==> src/rtl/alu_datapath_seq.sv <==
// Multi-cycle ALU datapath: operand buffers loaded from a shared bus, one operation per start strobe.
// busy, alu_done and the result registers follow the FSM state by one cycle, so alu_done lands EXEC_CYCLES+1 edges after launch.
//
// state | meaning
// IDLE  | accepting buffer loads and start (only once busy has dropped)
// EXEC  | counting down EXEC_CYCLES cycles on the latched operands
// DONE  | operation complete; result, flags and alu_done register on leaving
module alu_datapath_seq #(
  parameter int DATA_WIDTH  = 8,
  parameter int EXEC_CYCLES = 2,
  parameter int SIGNED_OVF  = 0
) (
  input  logic                  clk,
  input  logic                  reset_n,
  input  logic [DATA_WIDTH-1:0] alu_data,
  input  logic [2:0]            opcode_value,
  input  logic                  store_a,
  input  logic                  store_b,
  input  logic                  start,
  output logic                  busy,
  output logic                  alu_done,
  output logic [DATA_WIDTH-1:0] result,
  output logic                  overflow_def,
  output logic                  op_error
);

  localparam int W   = DATA_WIDTH;
  localparam int SHW = $clog2(W);
  localparam int CW  = (EXEC_CYCLES > 1) ? $clog2(EXEC_CYCLES) : 1;
  localparam logic [CW-1:0] CNT_LOAD = CW'(EXEC_CYCLES - 1);

  typedef enum logic [1:0] {S_IDLE, S_EXEC, S_DONE} state_t;

  state_t          r_state, w_next;
  logic [W-1:0]    r_buf_a, r_buf_b, r_a, r_b, r_result;
  logic [2:0]      r_op;
  logic [CW-1:0]   r_cnt;
  logic            r_busy, r_done, r_ovf, r_err;
  logic            w_accept, w_launch;
  logic [W:0]      w_sum, w_diff;
  logic [SHW-1:0]  w_shamt;
  logic [2*W-1:0]  w_shl_wide;
  logic [W-1:0]    w_res;
  logic            w_ovf, w_err;

  // Hold off new commands until the registered busy has dropped, so a load can never slip in while busy=1.
  assign w_accept = (r_state == S_IDLE) && !r_busy;
  assign w_launch = w_accept && start && !store_a && !store_b;

  always_ff @(posedge clk or negedge reset_n) begin
    if (!reset_n) r_state <= S_IDLE;
    else          r_state <= w_next;
  end

  always_comb begin
    w_next = r_state;
    case (r_state)
      S_IDLE:  if (w_launch) w_next = S_EXEC;
      S_EXEC:  if (r_cnt == '0) w_next = S_DONE;
      S_DONE:  w_next = S_IDLE;
      default: w_next = S_IDLE;
    endcase
  end

  always_ff @(posedge clk or negedge reset_n) begin
    if (!reset_n) begin
      r_buf_a  <= '0;
      r_buf_b  <= '0;
      r_a      <= '0;
      r_b      <= '0;
      r_op     <= '0;
      r_cnt    <= '0;
      r_busy   <= 1'b0;
      r_done   <= 1'b0;
      r_result <= '0;
      r_ovf    <= 1'b0;
      r_err    <= 1'b0;
    end else begin
      r_busy <= (r_state != S_IDLE);
      r_done <= (r_state == S_DONE);
      if (w_accept) begin
        if (store_a)      r_buf_a <= alu_data;
        else if (store_b) r_buf_b <= alu_data;
      end
      if (w_launch) begin
        r_op  <= opcode_value;
        r_a   <= r_buf_a;
        r_b   <= r_buf_b;
        r_cnt <= CNT_LOAD;
      end else if (r_state == S_EXEC && r_cnt != '0) begin
        r_cnt <= r_cnt - 1'b1;
      end
      if (r_state == S_DONE) begin
        r_result <= w_res;
        r_ovf    <= w_ovf;
        r_err    <= w_err;
      end
    end
  end

  assign w_sum      = {1'b0, r_a} + {1'b0, r_b};
  assign w_diff     = {1'b0, r_a} - {1'b0, r_b};
  assign w_shamt    = r_b[SHW-1:0];
  assign w_shl_wide = {{W{1'b0}}, r_a} << w_shamt;

  always_comb begin
    w_res = '0;
    w_ovf = 1'b0;
    w_err = 1'b0;
    case (r_op)
      3'd0: begin
        w_res = w_sum[W-1:0];
        w_ovf = (SIGNED_OVF != 0)
              ? ((r_a[W-1] == r_b[W-1]) && (w_sum[W-1] != r_a[W-1]))
              : w_sum[W];
      end
      3'd1: begin
        w_res = w_diff[W-1:0];
        w_ovf = (SIGNED_OVF != 0)
              ? ((r_a[W-1] != r_b[W-1]) && (w_diff[W-1] != r_a[W-1]))
              : w_diff[W];
      end
      3'd2: w_res = {{(W-1){1'b0}}, ^(r_a ^ r_b)};
      3'd3: w_res = ~(r_a ^ r_b);
      3'd4: w_res = r_a & r_b;
      3'd5: w_res = r_a | r_b;
      3'd6: begin
        // Only reachable for non-power-of-two widths, where the masked amount can still exceed W-1.
        if (int'(w_shamt) >= W) begin
          w_res = '0;
          w_ovf = |r_a;
        end else begin
          w_res = w_shl_wide[W-1:0];
          w_ovf = |w_shl_wide[2*W-1:W];
        end
      end
      default: w_err = 1'b1;
    endcase
  end

  assign busy         = r_busy;
  assign alu_done     = r_done;
  assign result       = r_result;
  assign overflow_def = r_ovf;
  assign op_error     = r_err;

endmodule
==> config.mk <==
export PLATFORM = sky130hd
export DESIGN_NAME = alu_datapath_seq
export DESIGN_NICKNAME = d
export VERILOG_FILES = /design/src/rtl/alu_datapath_seq.sv
export SDC_FILE = /design/constraint.sdc
export NUM_CORES = 1
export LEC_CHECK = 0
export ABC_AREA = 1
export CORE_UTILIZATION = 59
export DETAILED_ROUTE_END_ITERATION = 8
export GPL_TIMING_DRIVEN = 1
export PLACE_DENSITY = 0.85
export SLEW_MARGIN = 40
export SYNTH_ARGS = -nofsm -noshare
export SYNTH_HDL_FRONTEND = slang
export SYNTH_SLANG_ARGS = --single-unit
==> constraint.sdc <==
create_clock -name clk -period 2.17 [get_ports clk]
set_input_delay 0.217 -clock clk [delete_from_list [all_inputs] [get_ports clk]]
set_output_delay 0.217 -clock clk [all_outputs]
set_load 0.01 [all_outputs]
==> impl_metrics.xml <==
<?xml version="1.0" encoding="UTF-8"?>
<metrics>
  <group name="sta">
    <metric name="maxSlewViolCount" unit="">0</metric>
    <metric name="report.final.setup_viol" unit="">0</metric>
    <metric name="rsz_0062_raised_after_global_routing" unit="">false</metric>
    <metric name="period_share" unit="%">93.7</metric>
    <metric name="worst_clock_skew" unit="ps">7.89</metric>
    <metric name="clock.fmax" unit="MHz">492</metric>
    <metric name="tightestPinTransition" unit="ps">545</metric>
    <metric name="timing.setup.tns" unit="ps">0</metric>
    <metric name="finalHoldViolations" unit="">0</metric>
    <metric name="max-slew-margin-rel" unit="%">63.5</metric>
    <metric name="layout_min_cycle_time" unit="ps">2030</metric>
    <metric name="worst_slack" unit="ps">137</metric>
  </group>
  <group name="cells_and_area">
    <metric name="regArea" unit="mm^2">0.00125</metric>
    <metric name="layout_commonest_cell" unit="">sky130_fd_sc_hd__nand2_1</metric>
    <metric name="final_cell_mix" unit="">sky130_fd_sc_hd__nand2_1 (136), sky130_fd_sc_hd__inv_1 (53), sky130_fd_sc_hd__nor2_1 (51), sky130_fd_sc_hd__dfrtp_1 (49), sky130_fd_sc_hd__nand3_1 (45)</metric>
    <metric name="final_nets" unit="">559</metric>
    <metric name="multiInputGateArea" unit="mm^2">0.00189</metric>
    <metric name="drive_above_1_share" unit="%">7.96</metric>
    <metric name="num-fill-cells" unit="">468</metric>
    <metric name="antenna-diode-count" unit="">0</metric>
    <metric name="synthToLayoutAreaGrowth" unit="%">13.6</metric>
  </group>
  <group name="synth">
    <metric name="synth.distinct_cells" unit="">34</metric>
    <metric name="synthSimpleGateAreaFrac" unit="%">32.1</metric>
    <metric name="yosysWarnings" unit="">0</metric>
    <metric name="post-synth-top-area-cell" unit="">sky130_fd_sc_hd__dfrtp_1</metric>
    <metric name="synth_cells" unit="">483</metric>
    <metric name="synth_top_family_by_area" unit="">simple AND/OR/NAND/NOR gates</metric>
    <metric name="synth_compound_gate_area_share" unit="%">10.5</metric>
    <metric name="synth_adder_area_share" unit="%">10.9</metric>
    <metric name="yosys-top-cells-area" unit="">sky130_fd_sc_hd__dfrtp_1 (36%), sky130_fd_sc_hd__nand2_1 (15%), sky130_fd_sc_hd__ha_1 (9.8%), sky130_fd_sc_hd__nand3_1 (6.5%), sky130_fd_sc_hd__inv_1 (5.9%)</metric>
    <metric name="syn_avg_cell_area" unit="um^2">7.15</metric>
    <metric name="yosys-mux-area-fraction" unit="%">0</metric>
    <metric name="synth_area" unit="mm^2">0.00345</metric>
    <metric name="synth_fp_nets" unit="">528</metric>
    <metric name="yosysTopAreaCellShare" unit="%">36.2</metric>
    <metric name="parity_gate_share_of_the_synthesized_area_counting_xor_and_xnor_cells" unit="%">1.01</metric>
    <metric name="synth_sequential_area_ratio" unit="%">36.2</metric>
    <metric name="synth_seq_cells" unit="">50</metric>
  </group>
  <group name="worst_setup_path">
    <metric name="cp_slowest_stage_delay" unit="ps">430</metric>
    <metric name="criticalPathCategory" unit="">flop to flop</metric>
    <metric name="ff2ff_path_depth" unit="">12</metric>
    <metric name="slowest_stage" unit="">sky130_fd_sc_hd__dfrtp_1</metric>
    <metric name="critical_path.max_fanout" unit="">5</metric>
    <metric name="timing.critical_path.to_type" unit="">flop</metric>
    <metric name="worst_path_most_repeated_cell" unit="">sky130_fd_sc_hd__nand2_1</metric>
    <metric name="endpoint_arrival_time_on_the_critical_path" unit="ps">2240</metric>
    <metric name="critical_path.startpoint_type" unit="">flop</metric>
    <metric name="crit_required" unit="ps">2370</metric>
    <metric name="cp_cell_sequence" unit="">inv_1 -&gt; ha_1 -&gt; ha_1 -&gt; inv_1 -&gt; nand2_1 -&gt; nand2_1 -&gt; xor2_1 -&gt; nand2_1 -&gt; nand3_1 -&gt; nand3_1 -&gt; nand2_1 -&gt; nand2_1</metric>
  </group>
  <group name="flow_run">
    <metric name="drv.max_cap_violation_count" unit="">0</metric>
  </group>
  <group name="floorplanning">
    <metric name="floorplan.initialDensity" unit="%">62.0</metric>
    <metric name="std_cell_rows" unit="">27</metric>
    <metric name="horizontal_extent_of_the_die" unit="um">78.5</metric>
    <metric name="die_height" unit="um">78.5</metric>
    <metric name="design.die.area" unit="mm^2">0.00616</metric>
    <metric name="core_area" unit="mm^2">0.00557</metric>
    <metric name="pin_count" unit="">28</metric>
  </group>
  <group name="pwr">
    <metric name="power_density" unit="mW/mm^2">1780</metric>
    <metric name="power_leakage" unit="uW">0.00205</metric>
    <metric name="vdd.ir_drop.worst" unit="mV">0.895</metric>
  </group>
  <group name="detailed_routing">
    <metric name="detail_route.drc_violations" unit="">0</metric>
    <metric name="detail_route.iter0.violations" unit="">190</metric>
    <metric name="drt_pass1_iterations" unit="">5</metric>
    <metric name="drt-wirelength-per-cell" unit="um">15.2</metric>
    <metric name="antenna_violating_nets_post_route" unit="">0</metric>
    <metric name="post_drt_via_cell_ratio" unit="">5.55</metric>
    <metric name="wl" unit="um">8920</metric>
    <metric name="route.vias.total" unit="">3257</metric>
  </group>
  <group name="clock_tree">
    <metric name="tritoncts_num_sinks" unit="">50</metric>
    <metric name="clock_insertion_delay_worst_skew" unit="ps">310</metric>
    <metric name="clk_path_buf_depth" unit="">2</metric>
    <metric name="cts_post_setup_buffers_inserted" unit="">0</metric>
    <metric name="clk_root_buffer_cell" unit="">sky130_fd_sc_hd__clkbuf_8</metric>
    <metric name="cts_inserted_buffers" unit="">5</metric>
    <metric name="h-tree-depth" unit="">2</metric>
    <metric name="clk_pin_slew_worst_paths" unit="ps">100</metric>
    <metric name="tritoncts" unit="">done</metric>
  </group>
  <group name="place">
    <metric name="port-buffer-count" unit="">27</metric>
    <metric name="detailed_place_hpwl" unit="um">7060</metric>
    <metric name="finalWeightedCongestion" unit="">0.975</metric>
    <metric name="dp_worst_setup_slack" unit="ps">173</metric>
  </group>
  <group name="worst_hold_path">
    <metric name="min_path_type" unit="">input pin to async pin</metric>
  </group>
  <group name="global_route">
    <metric name="antenna_found_initial" unit="">0</metric>
    <metric name="grt_usage" unit="%">31.5</metric>
    <metric name="grt_start_max_net_pins" unit="">39</metric>
    <metric name="gr-total-overflow" unit="">0</metric>
    <metric name="grt_pass1_wl" unit="um">14700</metric>
    <metric name="first_global_vias" unit="">3147</metric>
  </group>
  <group name="status">
    <metric name="run_status" unit="">finished clean</metric>
  </group>
</metrics>
-- power by group --
| part | switching, uW | internal [uW] | leakage (uW) |
|---|---|---|---|
| Sequential | 380 | 1360 | 0.000600 |
| Clock | 330 | 263 | 0.0000478 |
| Combinational | 2930 | 1700 | 0.00140 |
| Total | 3640 | 3330 | 0.00205 |
-- worst paths after layout --
check                                   start                     end  slack (ps)
min in group clk            r_cnt$_DFFE_PN0P_  r_state[1]$_DFFE_PN0P_         460
hold / removal                        reset_n   result[3]$_DFFE_PN0P_         410
setup / recovery           r_a[3]$_DFFE_PN0P_   result[0]$_DFFE_PN0P_         140
max in group asynchronous             reset_n      r_b[1]$_DFFE_PN0P_        1220
setup reg to reg           r_a[3]$_DFFE_PN0P_   result[0]$_DFFE_PN0P_         140
hold reg to reg             r_cnt$_DFFE_PN0P_  r_state[1]$_DFFE_PN0P_         460
-- routing by layer --
metal	vias up	GRT usage (%)	part of all wire [%]
met4	0	15.6	4.1
met5	-	0	0
met3	31	5.12	5.5
met2	112	52.6	48
met1	1509	39.4	42
li1	1605	-	-
-- cell type report --
class	instances	area share (%)
multi-input combinational	358	48.2
sequential	50	31.9
timing repair buffer	37	9.06
inverter	62	5.93
tap	72	2.30
clock buffer	6	2.11
clock inverter	2	0.415
-- metrics by stage --
stage	power, uW	instance area (um^2)	hold slack [ps]	std cells	utilization (%)
after detailed placement	6260	3810	228	578	68.3
after CTS	6870	3920	431	587	70.2
after global placement	6190	3810	225	578	68.3
final	6970	3920	413	587	70.3
after floorplan	4950	3450	-78.6	483	-
after global routing	7630	3920	458	587	70.3
-- worst max-delay path: cells and delay by family (launching register included) --
kind | cells | cell delay (ps)
xor gates and xnor gates | 1 | 170
adders and majority gates | 2 | 690
and+or+nand+nor | 7 | 480
DFF | 1 | 430
buffers and inverters | 2 | 150
-- cell usage after synthesis (all sizes together) --
master     n
buf        8
o21ai     30
nand3b     1
ha        27
or2        2
dfrtp     50
nand4      9
o22a       1
o31ai      1
a21oi     32
fa         2
xor2       2
xnor2      2
nand2    139
o21a       1
o2111ai    1
clkinv     1
clkbuf     5
a31oi      1
o211ai     2
and2       1
inv       61
nor3       2
nor2      55
nand3     47
-- kinds of logic after synthesis --
group / count (synthesis)
buffers and inverters: 75
and+or+nand+nor: 256
AOI/OAI and AO/OA: 69
DFF: 50
xor gates and xnor gates: 4
adders and majority gates: 29
-- what timing repair did --
| item | 4_1_cts | 5_1_grt |
|---|---|---|
| setup endpoints to repair | 0 | 4 |
| gates resized for setup | 0 | 4 |
| endpoints found under the hold margin | 22 | 0 |
| hold buffers | 1 | 0 |
-- sequential cells by signal, summed over array words and instances (netlist names) --
register and count:
r_cnt 1, alu_done 1, r_b 8, r_state 2, r_op 3, op_error 1, busy 1, overflow_def 1
result 8, r_a 8, r_buf_a 8, r_buf_b 8
No activity file was read; power rests on OpenSTA's default activity.
